`src/rtl/counter_sequencer.sv`:
```
// rtl/counter_sequencer.sv - button-driven impulse sequencer with PAUSE/STEP/RUN control
//
// Purpose:
//   Turns two raw push-buttons into the one-cycle 'impulse' strobe that
//   advances the LED counter. btn_mode toggles between PAUSE and RUN.
//   btn_step gives a single impulse while paused. While running, a
//   prescaler emits impulses every max(TICK_DIV >> rate_sel, 1) cycles.
//
// Ports:
//   clk       in   1  system clock, posedge
//   nrst      in   1  asynchronous active-low reset
//   btn_mode  in   1  raw button, press toggles PAUSE/RUN
//   btn_step  in   1  raw button, press gives one impulse in PAUSE
//   rate_sel  in   2  RUN period select (TICK_DIV >> rate_sel)
//   impulse   out  1  registered one-cycle strobe
//   running   out  1  registered, high while in RUN

module counter_sequencer #(
  parameter int TICK_DIV        = 100_000_000,
  parameter int DEBOUNCE_CYCLES = 1_000_000,
  parameter int SYNC_STAGES     = 2
) (
  input  logic       clk,
  input  logic       nrst,
  input  logic       btn_mode,
  input  logic       btn_step,
  input  logic [1:0] rate_sel,
  output logic       impulse,
  output logic       running
);

  localparam int PW = $clog2(TICK_DIV) + 1;
  localparam int DW = $clog2(DEBOUNCE_CYCLES) + 1;
  localparam logic [DW-1:0] DEB_LAST   = DW'(DEBOUNCE_CYCLES - 1);
  localparam logic [PW-1:0] TICK_DIV_W = PW'(TICK_DIV);

  typedef enum logic [1:0] {
    PAUSE = 2'd0,
    STEP  = 2'd1,
    RUN   = 2'd2
  } state_t;

  state_t state, next_state;

  // Bit 0 = mode button, bit 1 = step button.
  logic [1:0] btn_raw;
  logic [1:0] btn_press;
  logic       mode_press;
  logic       step_press;

  assign btn_raw    = {btn_step, btn_mode};
  assign mode_press = btn_press[0];
  assign step_press = btn_press[1];

  // Per-button synchroniser + debouncer + rising-edge detector.
  for (genvar b = 0; b < 2; b++) begin : g_btn
    logic [SYNC_STAGES-1:0] sync_q;
    logic [DW-1:0]          cnt;
    logic                   deb;
    logic                   deb_d;
    logic                   s;

    assign s = sync_q[SYNC_STAGES-1];

    always_ff @(posedge clk or negedge nrst) begin
      if (!nrst) begin
        sync_q <= '0;
        cnt    <= '0;
        deb    <= 1'b0;
        deb_d  <= 1'b0;
      end else begin
        sync_q <= {sync_q[SYNC_STAGES-2:0], btn_raw[b]};
        deb_d  <= deb;
        // Any cycle where the synchronised level agrees with the debounced
        // one restarts the count, so only an unbroken run can flip deb.
        if (s == deb) begin
          cnt <= '0;
        end else if (cnt == DEB_LAST) begin
          deb <= s;
          cnt <= '0;
        end else begin
          cnt <= cnt + DW'(1);
        end
      end
    end

    // Only debounced rises count as presses; releases are silent.
    assign btn_press[b] = deb & ~deb_d;
  end

  // Prescaler terminal value; a shift result of 0 or 1 means every cycle.
  logic [PW-1:0] pre;
  logic [PW-1:0] div_shift;
  logic [PW-1:0] term;
  logic          tick;

  always_comb begin
    div_shift = TICK_DIV_W >> rate_sel;
    term      = (div_shift <= PW'(1)) ? '0 : div_shift - PW'(1);
    // '>=' lets a mid-run switch to a shorter period fire straight away.
    tick      = (state == RUN) && (pre >= term);
  end

  // Next-state logic. Mode press has priority over step press everywhere.
  always_comb begin
    next_state = state;
    case (state)
      PAUSE: begin
        if (mode_press)      next_state = RUN;
        else if (step_press) next_state = STEP;
      end
      STEP: begin
        next_state = mode_press ? RUN : PAUSE;
      end
      RUN: begin
        if (mode_press) next_state = PAUSE;
      end
      default: next_state = PAUSE;
    endcase
  end

  always_ff @(posedge clk or negedge nrst) begin
    if (!nrst) begin
      state   <= PAUSE;
      pre     <= '0;
      impulse <= 1'b0;
      running <= 1'b0;
    end else begin
      state <= next_state;
      // Prescaler only counts while staying in RUN; entering or leaving
      // RUN always leaves it at zero.
      if ((state == RUN) && (next_state == RUN)) begin
        pre <= tick ? '0 : pre + PW'(1);
      end else begin
        pre <= '0;
      end
      // A RUN tick that lands on the exit press is dropped.
      impulse <= (next_state == STEP) | (tick & ~mode_press);
      running <= (next_state == RUN);
    end
  end

endmodule

```
`config.mk`:
```
export PLATFORM = sky130hd
export DESIGN_NAME = counter_sequencer
export DESIGN_NICKNAME = d
export VERILOG_FILES = /design/src/rtl/counter_sequencer.sv
export SDC_FILE = /design/constraint.sdc
export NUM_CORES = 1
export LEC_CHECK = 0
export ABC_AREA = 1
export CAP_MARGIN = 30
export CORE_ASPECT_RATIO = 1.1
export CORE_MARGIN = 1.5
export CORE_UTILIZATION = 38
export DETAILED_ROUTE_END_ITERATION = 8
export GPL_TIMING_DRIVEN = 0
export HOLD_SLACK_MARGIN = 0.12
export PLACE_DENSITY = 0.65
export SLEW_MARGIN = 20
export SYNTH_ARGS = -nofsm -noshare
export SYNTH_HDL_FRONTEND = slang
export SYNTH_SLANG_ARGS = --single-unit
export TNS_END_PERCENT = 1
```
`constraint.sdc`:
```
create_clock -name clk -period 5.15 [get_ports clk]
set_input_delay 1.03 -clock clk [delete_from_list [all_inputs] [get_ports clk]]
set_output_delay 1.03 -clock clk [all_outputs]
set_load 0.02 [all_outputs]
```
==> flow_summary.toml <==
[worst_setup_path]
cp-start-kind = "primary input"
crit_path_frequent_cell = "nand2_1"
startpoint = "rate_sel[1]"
cpMaxStageDelayCell = "clkdlybuf4s50_1"
crit_buf_inv = 4
cp-end-kind = "flip-flop"
crit_type = "in2reg"
slowest_delay_ns = 0.51
crit_arrival_ns = 3.23
critical_path.top_delay_family = "buffers and inverters"
reg2reg_depth = 12
critPathMaxFanout = 10
worst_ep_required_time_ns = 5.36
crit_end = "pre[17]"
r2r_slack_ns = 3.20
cp_num_cells = 13
r2r-end = "pre[17]"
r2r-start = "pre[11]"
path_cells = "clkdlybuf4s50_1 -> nor2_1 -> inv_1 -> ha_1 -> nand4_1 -> nor2_1 -> nand2_1 -> nand3_1 -> nand2_1 -> nand2_1 -> buf_4 -> buf_6 -> a21oi_2"

[final_layout]
final_cell_mix = "nand2_1, nor2_1, dfrtp_1"
drive_gt1_frac = 0.138
layout_commonest_cell = "nand2_1"
stdcell_count = 919
area_growth_pct = 11.4
diodes = 0
nets = 759

[sta]
min_period_over_period = 0.586
setup_slack_ns = 2.13
fmax_ghz = 0.331
fin_skew_ns = 0.00780
post-route-min-period_ns = 3.02
tns_ns = 0
setup_viol = 0
hold_viol = 0
rsz0062_at_grt = "no"
slew_headroom = 0.638
worst_pin_slew_ns = 0.543
drv_slew = 0

[grt]
antenna_found_initial = 0
grtUsageTotal = 0.169
grt_overflow = 0
grt_pass1_wl_mm = 19.6
grt_max_degree = 53
grt_pass1_vias = 4242

[routing]
wl_per_cell_um = 12.7
drc = 0
wl_mm = 11.7
drt_iter0_markers = 262
avgViaCountPerCell = 4.86
first_pass_iters = 5
vias = 4462
ant_nets = 0

[die]
die_w_um = 116
initial_core_util = 0.389
design.die.area_mm2 = 0.0148
coreArea_mm2 = 0.0138
std_cell_rows = 45
io_pins = 8
die_y_um = 128

[yosys]
synth-xor-area-share = 0.0261
syn_area_mm2 = 0.00536
synth_mux_area_frac = 0
synth-compound-area-share = 0.0823
yosys.area.top_type = "dfrtp_1"
syn_inst = 705
netlist-cell-type-count = 42
ys.warnings.count = 0
async_reset_ff_frac = 1.00
synth_flop_cell = "dfrtp_1"
synthAdderAreaFrac = 0.0606
synthSimpleGateAreaFrac = 0.371
synth_edf_count = 0
synth_area_leaders = "dfrtp_1, nand2_1, nor2_1, ha_1, inv_1"
synth_top_family_by_area = "simple AND/OR/NAND/NOR gates"
syn_avg_cell_area_um2 = 7.61
ys_ff_latch = 82
yosysSeqAreaShare = 0.383
synth_top_area_share = 0.383

[power]
power_mw = 1.30
p_leak_nw = 2.78
worst_ir_drop_vdd_mv = 0.140
power_density_mw_per_mm2 = 217

[place]
dp_hpwl_mm = 8.91
dp_slack_ns = 1.75
gp_routability_congestion = 0.871
port_buffers = 7
place_inst = 904

[clocking]
cts_setup_buffers = 0
clkLatencyLatePin_ns = 0.34
h-tree-depth = 3
cts_buffers = 9
cts-root-buf = "clkbuf_16"
hold_buffers = 0
cts.clk_slew.worst_paths_ns = 0.06
cts_tree = "yes"
clkSinkCount = 82
cts.path.max_buffers = 2
cts_resized = 0

[worst_hold_path]
hold_depth = 0
min_from = "g_btn[0].sync_q[0]"
min_path_type = "reg2reg"

[flow_run]
drv_cap = 0

[outcome]
status = "finished, final reports clean"
[layer usage]
layer / part of all wire / GRT usage / up-vias
met5: 0 / 0 / -
met4: 0.018 / 0.0495 / 0
met3: 0.036 / 0.0247 / 17
met2: 0.48 / 0.293 / 71
met1: 0.46 / 0.216 / 2060
li1: - / - / 2314
[logic make-up after synthesis]
group / Yosys count
other: 2
AO/OA/AOI/OAI: 75
flip-flops: 82
buffers and inverters: 103
AND/OR/NAND/NOR: 401
adder cells (fa/ha/maj): 26
XOR/XNOR: 16
[cell usage after synthesis, types with 2 or more instances]
cell type  count
buf_2          3
nor3_1        27
o21ai_0       14
xor2_1        13
nor2_4         8
conb_1         2
nand3_4        3
nand2_1      153
nand3_1       38
inv_2         15
nor3_2         9
a21o_1         2
nand3b_1       3
nand2_4        3
xnor2_1        3
nor2_8         3
dfrtp_1       82
inv_1         79
a21oi_2       13
buf_6          2
ha_1          26
nor2_1       101
nor2_2         7
clkbuf_1       2
nand4_1       22
nand2_2       12
a21oi_1       39
o21ai_1        3
nand3_2        2
nor3_4         2
or2_1          3
[where the power goes]
part / internal (mW) / total [mW] / switching [mW]
combinational: 0.0152 / 0.0488 / 0.0336
clock: 0.348 / 0.592 / 0.244
sequential: 0.650 / 0.655 / 0.00483
total: 1.01 / 1.30 / 0.283
[per-stage QoR]
stage | util | cell area, µm² | hold WS, ns
2_1_floorplan | - | 5380 | 0.331
5_1_grt | 0.433 | 5980 | 0.352
6_report | 0.433 | 5980 | 0.346
3_3_place_gp | 0.412 | 5680 | 0.334
4_1_cts | 0.433 | 5980 | 0.348
3_5_place_dp | 0.414 | 5710 | 0.335
[registers in the layout, indices dropped and copies added (netlist names)]
| name | count |
|---|---|
| g_btn.cnt | 42 |
| pre | 28 |
| g_btn.sync_q | 4 |
| g_btn.deb | 2 |
| running | 1 |
| state | 2 |
| g_btn.deb_d | 2 |
| impulse | 1 |
[worst min-delay path by stage]
stage	to
floorplan	g_btn[0].sync_q[1]
global placement	g_btn[1].sync_q[1]
detailed placement	g_btn[1].sync_q[1]
CTS	g_btn[1].sync_q[1]
global route	g_btn[0].sync_q[1]
finish	g_btn[0].sync_q[1]
[area by class of cell]
type	count	area (µm²)
clock buffer	12	256
inverter	95	357
timing repair buffer	8	95.1
fill	1420	7820
buffer	8	52.6
tap	188	235
clock inverter	3	15.0
multi-input combinational	523	2910
sequential	82	2050
No activity file was read; power rests on OpenSTA's default activity.
